**src/rtl/dff_shift_pkg.sv**
```systemverilog
`default_nettype none
// ============================================================================
// Module      : dff_shift_pkg
// Description : Mode encodings shared by the shift register and its bench.
// Revision    : 1.0 - initial release
// ============================================================================

package dff_shift_pkg;

    localparam int c_MODE_W = 2;

    typedef enum logic [c_MODE_W-1:0] {
        MODE_HOLD = 2'b00,
        MODE_LOAD = 2'b01,
        MODE_SHL  = 2'b10,
        MODE_SHR  = 2'b11
    } mode_e;

endpackage : dff_shift_pkg

`default_nettype wire

```
**src/rtl/dff_shift_frame_cnt.sv**
```systemverilog
`default_nettype none
// ============================================================================
// Module      : dff_shift_frame_cnt
// Description : Serial frame counter; pulses done for one cycle on wrap.
// Revision    : 1.0 - initial release
// ============================================================================

module dff_shift_frame_cnt #(
    parameter int WIDTH = 8,
    parameter int CNT_W = $clog2(WIDTH)
) (
    input  logic clk,
    input  logic rst,
    input  logic clr,
    input  logic inc,
    output logic done
);

    localparam logic [CNT_W-1:0] c_LAST = CNT_W'(WIDTH - 1);

    logic [CNT_W-1:0] r_cnt;
    logic             r_done;

    // A clear always wins over an increment, so an aborted frame never pulses.
    always_ff @(posedge clk) begin
        if (rst) begin
            r_cnt  <= '0;
            r_done <= 1'b0;
        end else begin
            r_done <= 1'b0;
            if (clr) begin
                r_cnt <= '0;
            end else if (inc) begin
                if (r_cnt == c_LAST) begin
                    r_cnt  <= '0;
                    r_done <= 1'b1;
                end else begin
                    r_cnt <= r_cnt + 1'b1;
                end
            end
        end
    end

    assign done = r_done;

endmodule : dff_shift_frame_cnt

`default_nettype wire

```
**src/rtl/dff_shift_reg.sv**
```systemverilog
`default_nettype none
// ============================================================================
// Module      : dff_shift_reg
// Description : Loadable bidirectional shift register with frame-done pulse.
//               Optional rotate feedback enabled by macro DFF_SHIFT_ROTATE_EN.
// Revision    : 1.0 - initial release
// ============================================================================

module dff_shift_reg
    import dff_shift_pkg::*;
#(
    parameter int WIDTH = 8,
    parameter int CNT_W = $clog2(WIDTH)
) (
    input  logic             clk,
    input  logic             rst,
    input  logic             en,
    input  logic [1:0]       mode,
    input  logic [WIDTH-1:0] d,
    input  logic             sin,
    input  logic             rot,
    output logic [WIDTH-1:0] q,
    output logic             sout,
    output logic             done
);

    logic [WIDTH-1:0] r_q;
    logic             r_sout;

    mode_e            w_mode;
    logic             w_shl_in;
    logic             w_shr_in;
    logic             w_load;
    logic             w_shift;
    logic [WIDTH-1:0] w_q_next;
    logic             w_sout_next;

    assign w_mode = mode_e'(mode);

`ifdef DFF_SHIFT_ROTATE_EN
    assign w_shl_in = rot ? r_q[WIDTH-1] : sin;
    assign w_shr_in = rot ? r_q[0]       : sin;
`else
    logic w_unused;
    assign w_unused = rot;
    assign w_shl_in = sin;
    assign w_shr_in = sin;
`endif

    always_comb begin
        w_load      = 1'b0;
        w_shift     = 1'b0;
        w_q_next    = r_q;
        w_sout_next = r_sout;
        if (en) begin
            case (w_mode)
                MODE_LOAD: begin
                    w_load   = 1'b1;
                    w_q_next = d;
                end
                MODE_SHL: begin
                    w_shift     = 1'b1;
                    w_q_next    = {r_q[WIDTH-2:0], w_shl_in};
                    w_sout_next = r_q[WIDTH-1];
                end
                MODE_SHR: begin
                    w_shift     = 1'b1;
                    w_q_next    = {w_shr_in, r_q[WIDTH-1:1]};
                    w_sout_next = r_q[0];
                end
                default: begin
                    w_q_next    = r_q;
                    w_sout_next = r_sout;
                end
            endcase
        end
    end

    always_ff @(posedge clk) begin
        if (rst) begin
            r_q    <= '0;
            r_sout <= 1'b0;
        end else begin
            r_q    <= w_q_next;
            r_sout <= w_sout_next;
        end
    end

    dff_shift_frame_cnt #(
        .WIDTH (WIDTH),
        .CNT_W (CNT_W)
    ) u_frame_cnt (
        .clk  (clk),
        .rst  (rst),
        .clr  (w_load),
        .inc  (w_shift),
        .done (done)
    );

    assign q    = r_q;
    assign sout = r_sout;

endmodule : dff_shift_reg

`default_nettype wire

```
**config.mk**
```make
export PLATFORM = sky130hd
export DESIGN_NAME = dff_shift_reg
export DESIGN_NICKNAME = d
export VERILOG_FILES = /design/src/rtl/dff_shift_pkg.sv /design/src/rtl/dff_shift_frame_cnt.sv /design/src/rtl/dff_shift_reg.sv
export SDC_FILE = /design/constraint.sdc
export NUM_CORES = 1
export LEC_CHECK = 0
export CAP_MARGIN = 0
export CELL_PAD_IN_SITES_DETAIL_PLACEMENT = 0
export CELL_PAD_IN_SITES_GLOBAL_PLACEMENT = 1
export CORE_UTILIZATION = 29
export CTS_BUF_LIST = sky130_fd_sc_hd__clkbuf_4 sky130_fd_sc_hd__clkbuf_8 sky130_fd_sc_hd__clkbuf_16
export DETAILED_ROUTE_END_ITERATION = 7
export PLACE_DENSITY = 0.68
export SYNTH_ARGS = -nofsm -noshare
export SYNTH_HDL_FRONTEND = slang
export SYNTH_SLANG_ARGS = --single-unit
```
**constraint.sdc**
```tcl
create_clock -name clk -period 1.85 [get_ports clk]
set_clock_uncertainty 0.15 [all_clocks]
set_input_delay 0.2775 -clock clk [delete_from_list [all_inputs] [get_ports clk]]
set_output_delay 0.2775 -clock clk [all_outputs]
set_load 0.01 [all_outputs]
```
==> results.md <==
Clocking:
- Clock tree synthesis found a total of 13 sinks.
- In this run the post-CTS setup repair buffer count came out at 0.
- The number of CTS-inserted buffers is 3.
- The number of H-tree branching levels is 1.
- The quantity of hold-fixing buffers added after cts is 0.
- No sink is reached through more buffers than the 2 on the longest clock path.
- The cell chosen for the clock root is sky130_fd_sc_hd__clkbuf_4.
- Post-CTS repair changed the size of 0 cells.
- The CTS tree is built.
- The clock-pin slew on the worst setup and hold paths is 0.08 ns.
- The clock latency on the worst-skew pair is 0.27 ns.

Logic synthesis:
- In this run the mean area of a mapped cell was 9.75 µm².
- sky130_fd_sc_hd__dfxtp_1 is the most common cell in the netlist.
- After synthesis, the largest family of logic cells by area is simple AND/OR/NAND/NOR gates.
- The fraction of synthesized cell area in xor and xnor cells is 0.
- The compound-gate portion of the synthesized area is 0.153.
- The gate count after technology mapping is 68.
- The post-synthesis share of cell area spent on full adders, half adders and majority gates is 0.0377.
- Of the post-synthesis cell area, the dominant cell type holds 0.392.
- The synthesized design contains 13 register bits.
- The number of enable flip-flop cells after synthesis is 0.
- For this run, the number of Yosys warnings is 0.
- The most used flip-flop cell after synthesis is sky130_fd_sc_hd__dfxtp_1.
- Of the total synthesized cell area, the portion taken by AND, OR, NAND and NOR gates is 0.191.
- The commonest cells after synthesis are sky130_fd_sc_hd__dfxtp_1 (13), sky130_fd_sc_hd__nor2_1 (9), sky130_fd_sc_hd__nor3_1 (8), sky130_fd_sc_hd__mux2_2 (7), sky130_fd_sc_hd__o22ai_1 (7).
- The cell area that synthesis handed to floorplanning was 663 µm².
- The post-synth net total is 85.
- Of the post-synthesis cell area, the part taken by muxes is 0.157.
- The fraction of registers with async set or reset after synthesis is 0.
- The cell taking the most area after synthesis is sky130_fd_sc_hd__dfxtp_1.
- The sequential share of the synthesized area is 0.392.
- Synthesis instantiated 24 different standard cells from the library.
- By area the synthesized netlist is led by sky130_fd_sc_hd__dfxtp_1 (39%), sky130_fd_sc_hd__mux2_2 (12%), sky130_fd_sc_hd__o22ai_1 (6.6%).

Routing:
- The remaining design rule violation count is 0.
- The first detailed-routing pass ran for 4 iterations.
- The antenna violation net count after detailed routing is 0.
- In the final routed layout, each cell accounts on average for 12.6 µm.
- Summing over every cut layer, the via total after detailed routing is 610.
- The routed design has 1.51 mm of wire.
- The number of DRC markers after the initial detailed-route iteration is 2.
- Dividing the detail-routed via count by the number of cells gives 5.08.

Floorplan:
- The core region is 2060 µm².
- Row generation in the floorplan step produced 16 rows.
- The vertical die dimension is 49.8 µm.
- The area of the die is 2480 µm².
- The I/O pin total is 25.
- The die outline width is 49.8 µm.
- The initial utilization of the core area, before any placement, comes to 0.322.

Power and ir drop:
- The final total power is 0.654 mW.
- IR analysis of the VDD net gives a maximum drop of 344 µV.
- The leakage power is 0.354 nW.
- The power density normalized to cell area is 697 nW/µm².

STA:
- The timing-limited maximum frequency is 601 MHz.
- The number of hold violations in the final report is 0.
- Subtracting the final worst setup slack from the clock period gives 1.66 ns.
- The relative slew slack is 0.654.
- The count of endpoints failing setup in the final report is 0.
- Setup repair after global routing left no endpoint under its margin.
- The count of final max-slew check failures came to 0.
- Of the available clock period, the critical path in the final layout requires 0.899.
- The worst hold-check slack is 0.315 ns.
- For the pin with the worst max-slew slack, the measured transition is 0.518 ns.
- The final setup TNS is 0 ns.

Global route:
- The via count of the first global-routing pass is 539.
- The overflow left after global routing is 0.
- The maximum number of pins on one net before global-route repair is 17.
- For this run, the total global-route usage over all layers was measured as 0.136.
- The first-pass GRT wire length is 2.51 mm.
- The number of antenna violations at the first check in global routing is 0.

Critical path:
- Data on the critical path is required at its endpoint by 1.42 ns.
- The launching instance or port of the critical path is q[1]$_SDFFE_PP0P_.
- The largest single stage delay on the critical path is 0.57 ns.
- Of all nets on the critical path, the largest fanout is 4.
- The most critical setup path has its endpoint at q[1].
- The number of cells on the worst reg-to-reg path is 4.
- The startpoint type of the worst setup path is a register.
- The number of gates on the worst path with buffers counted is 1.
- The data arrival time of the worst path is 1.24 ns.
- For flop-to-flop paths, the worst setup slack is 0.41 ns.
- Traced cell by cell, the critical path runs through clkdlybuf4s50_1.
- The worst register-to-register path ends at u_frame_cnt.r_cnt[0]$_SDFFE_PP0P_.
- The count of buffering cells on the critical path with inverters included is 1.
- The family with the most delay on the worst path is buffers and inverters.
- The worst register-to-register path begins at u_frame_cnt.r_cnt[0]$_SDFFE_PP0P_.
- The cell with the biggest individual delay on the critical path is sky130_fd_sc_hd__clkdlybuf4s50_1.
- The type of destination of the critical path is an output pin.
- The worst setup path is of the reg -> out kind.

Layout:
- The final layout contains 111 nets.
- Of the cells placed in the final design, the portion with a size suffix greater than 1 is 0.172.
- The layout overhead on the synthesized area is 41.5%.
- After routing the design area is 938 µm².
- The antenna diode count is 0.

Placement:
- The weighted congestion reported at the end of routability-driven placement is 0.669.
- The post-place instance area is 908 µm².
- The count of input and output buffers is 23.
- The final HPWL from detailed placement is 1.08 mm.

Run status:
- The flow ran to the end, and the final reports show no timing, DRC or antenna violations.

Worst hold path:
- The path type of the worst min-delay path is reg -> reg.

Job:
- The tool flagged a number of max-cap violations equal to 0.
[flip-flops by register name (all words and copies together) (netlist names)]
name,cells
sout,1
u_frame_cnt.done,1
u_frame_cnt.r_cnt,3
q,8
[kinds of logic (layout without fill, tap and decap cells)]
kind of cell             after synthesis  in the layout
adder cells (fa/ha/maj)                2              2
flip-flops                            13             13
AND/OR/NAND/NOR                       25             25
multiplexers                           9              9
AO/OA/AOI/OAI                         15             15
buffers and inverters                  4             29
[cell type report]
class	count	area (µm²)
clock buffer	4	30.0
fill	214	1120
multi-input combinational	51	357
sequential	13	260
tap	27	33.8
timing repair buffer	25	258
[metrics by stage]
stage | util | instances | setup WS (ns)
5_1_grt | 0.455 | 120 | 0.124
3_3_place_gp | 0.441 | 116 | 0.0163
6_report | 0.455 | 120 | 0.186
3_5_place_dp | 0.441 | 116 | 0.0395
2_1_floorplan | - | 68 | 0.492
4_1_cts | 0.455 | 120 | 0.175
[worst min-delay path by stage]
stage                                            startpoint                                end  slack, ns  cells past startpoint
final                     u_frame_cnt.r_cnt[1]$_SDFFE_PP0P_  u_frame_cnt.r_cnt[1]$_SDFFE_PP0P_       0.32                      2
after global routing      u_frame_cnt.r_cnt[0]$_SDFFE_PP0P_  u_frame_cnt.r_cnt[0]$_SDFFE_PP0P_       0.36                      2
after global placement    u_frame_cnt.r_cnt[1]$_SDFFE_PP0P_  u_frame_cnt.r_cnt[1]$_SDFFE_PP0P_       0.30                      2
after detailed placement  u_frame_cnt.r_cnt[1]$_SDFFE_PP0P_  u_frame_cnt.r_cnt[1]$_SDFFE_PP0P_       0.31                      2
after floorplan                                         rst                  sout$_SDFFE_PP0P_       0.20                      1
after CTS                 u_frame_cnt.r_cnt[1]$_SDFFE_PP0P_  u_frame_cnt.r_cnt[1]$_SDFFE_PP0P_       0.32                      2
[power breakdown]
part           internal, mW  switching, mW  leakage, nW
clock network        0.0981         0.0911       0.0184
registers             0.297         0.0167        0.107
logic                0.0906         0.0602        0.229
[layer usage]
layer	routed length, µm	vias to the layer above	GRT usage	part of all wire
met1	764	281	0.176	0.50
li1	-	305	-	-
met4	25	0	0.0714	0.017
met2	619	20	0.196	0.41
met3	105	4	0.0494	0.069
met5	0	-	0	0
[placed cells by master, fill, tap and decap left out]
| master | Yosys | routed |
|---|---|---|
| sky130_fd_sc_hd__a21oi_1 | 2 | 2 |
| sky130_fd_sc_hd__a21oi_2 | 1 | 1 |
| sky130_fd_sc_hd__a311oi_1 | 1 | 1 |
| sky130_fd_sc_hd__a32oi_1 | 1 | 1 |
| sky130_fd_sc_hd__buf_12 | 1 | 1 |
| sky130_fd_sc_hd__buf_4 | 0 | 1 |
| sky130_fd_sc_hd__clkbuf_4 | 0 | 4 |
| sky130_fd_sc_hd__clkdlybuf4s50_1 | 0 | 23 |
| sky130_fd_sc_hd__dfxtp_1 | 13 | 13 |
| sky130_fd_sc_hd__ha_1 | 2 | 2 |
| sky130_fd_sc_hd__mux2_2 | 7 | 7 |
| sky130_fd_sc_hd__mux2_4 | 1 | 1 |
| sky130_fd_sc_hd__mux2i_1 | 1 | 1 |
| sky130_fd_sc_hd__nand2_1 | 3 | 3 |
| sky130_fd_sc_hd__nand2_4 | 1 | 1 |
| sky130_fd_sc_hd__nand3b_1 | 1 | 1 |
| sky130_fd_sc_hd__nand4b_1 | 1 | 1 |
| sky130_fd_sc_hd__nor2_1 | 9 | 9 |
| sky130_fd_sc_hd__nor3_1 | 8 | 8 |
| sky130_fd_sc_hd__nor3b_1 | 1 | 1 |
| sky130_fd_sc_hd__o21a_1 | 1 | 1 |
| sky130_fd_sc_hd__o21ai_0 | 1 | 1 |
| sky130_fd_sc_hd__o22ai_1 | 7 | 7 |
| sky130_fd_sc_hd__o32ai_1 | 1 | 1 |
| sky130_fd_sc_hd__or3_1 | 1 | 1 |
No activity file was read; power rests on OpenSTA's default activity.
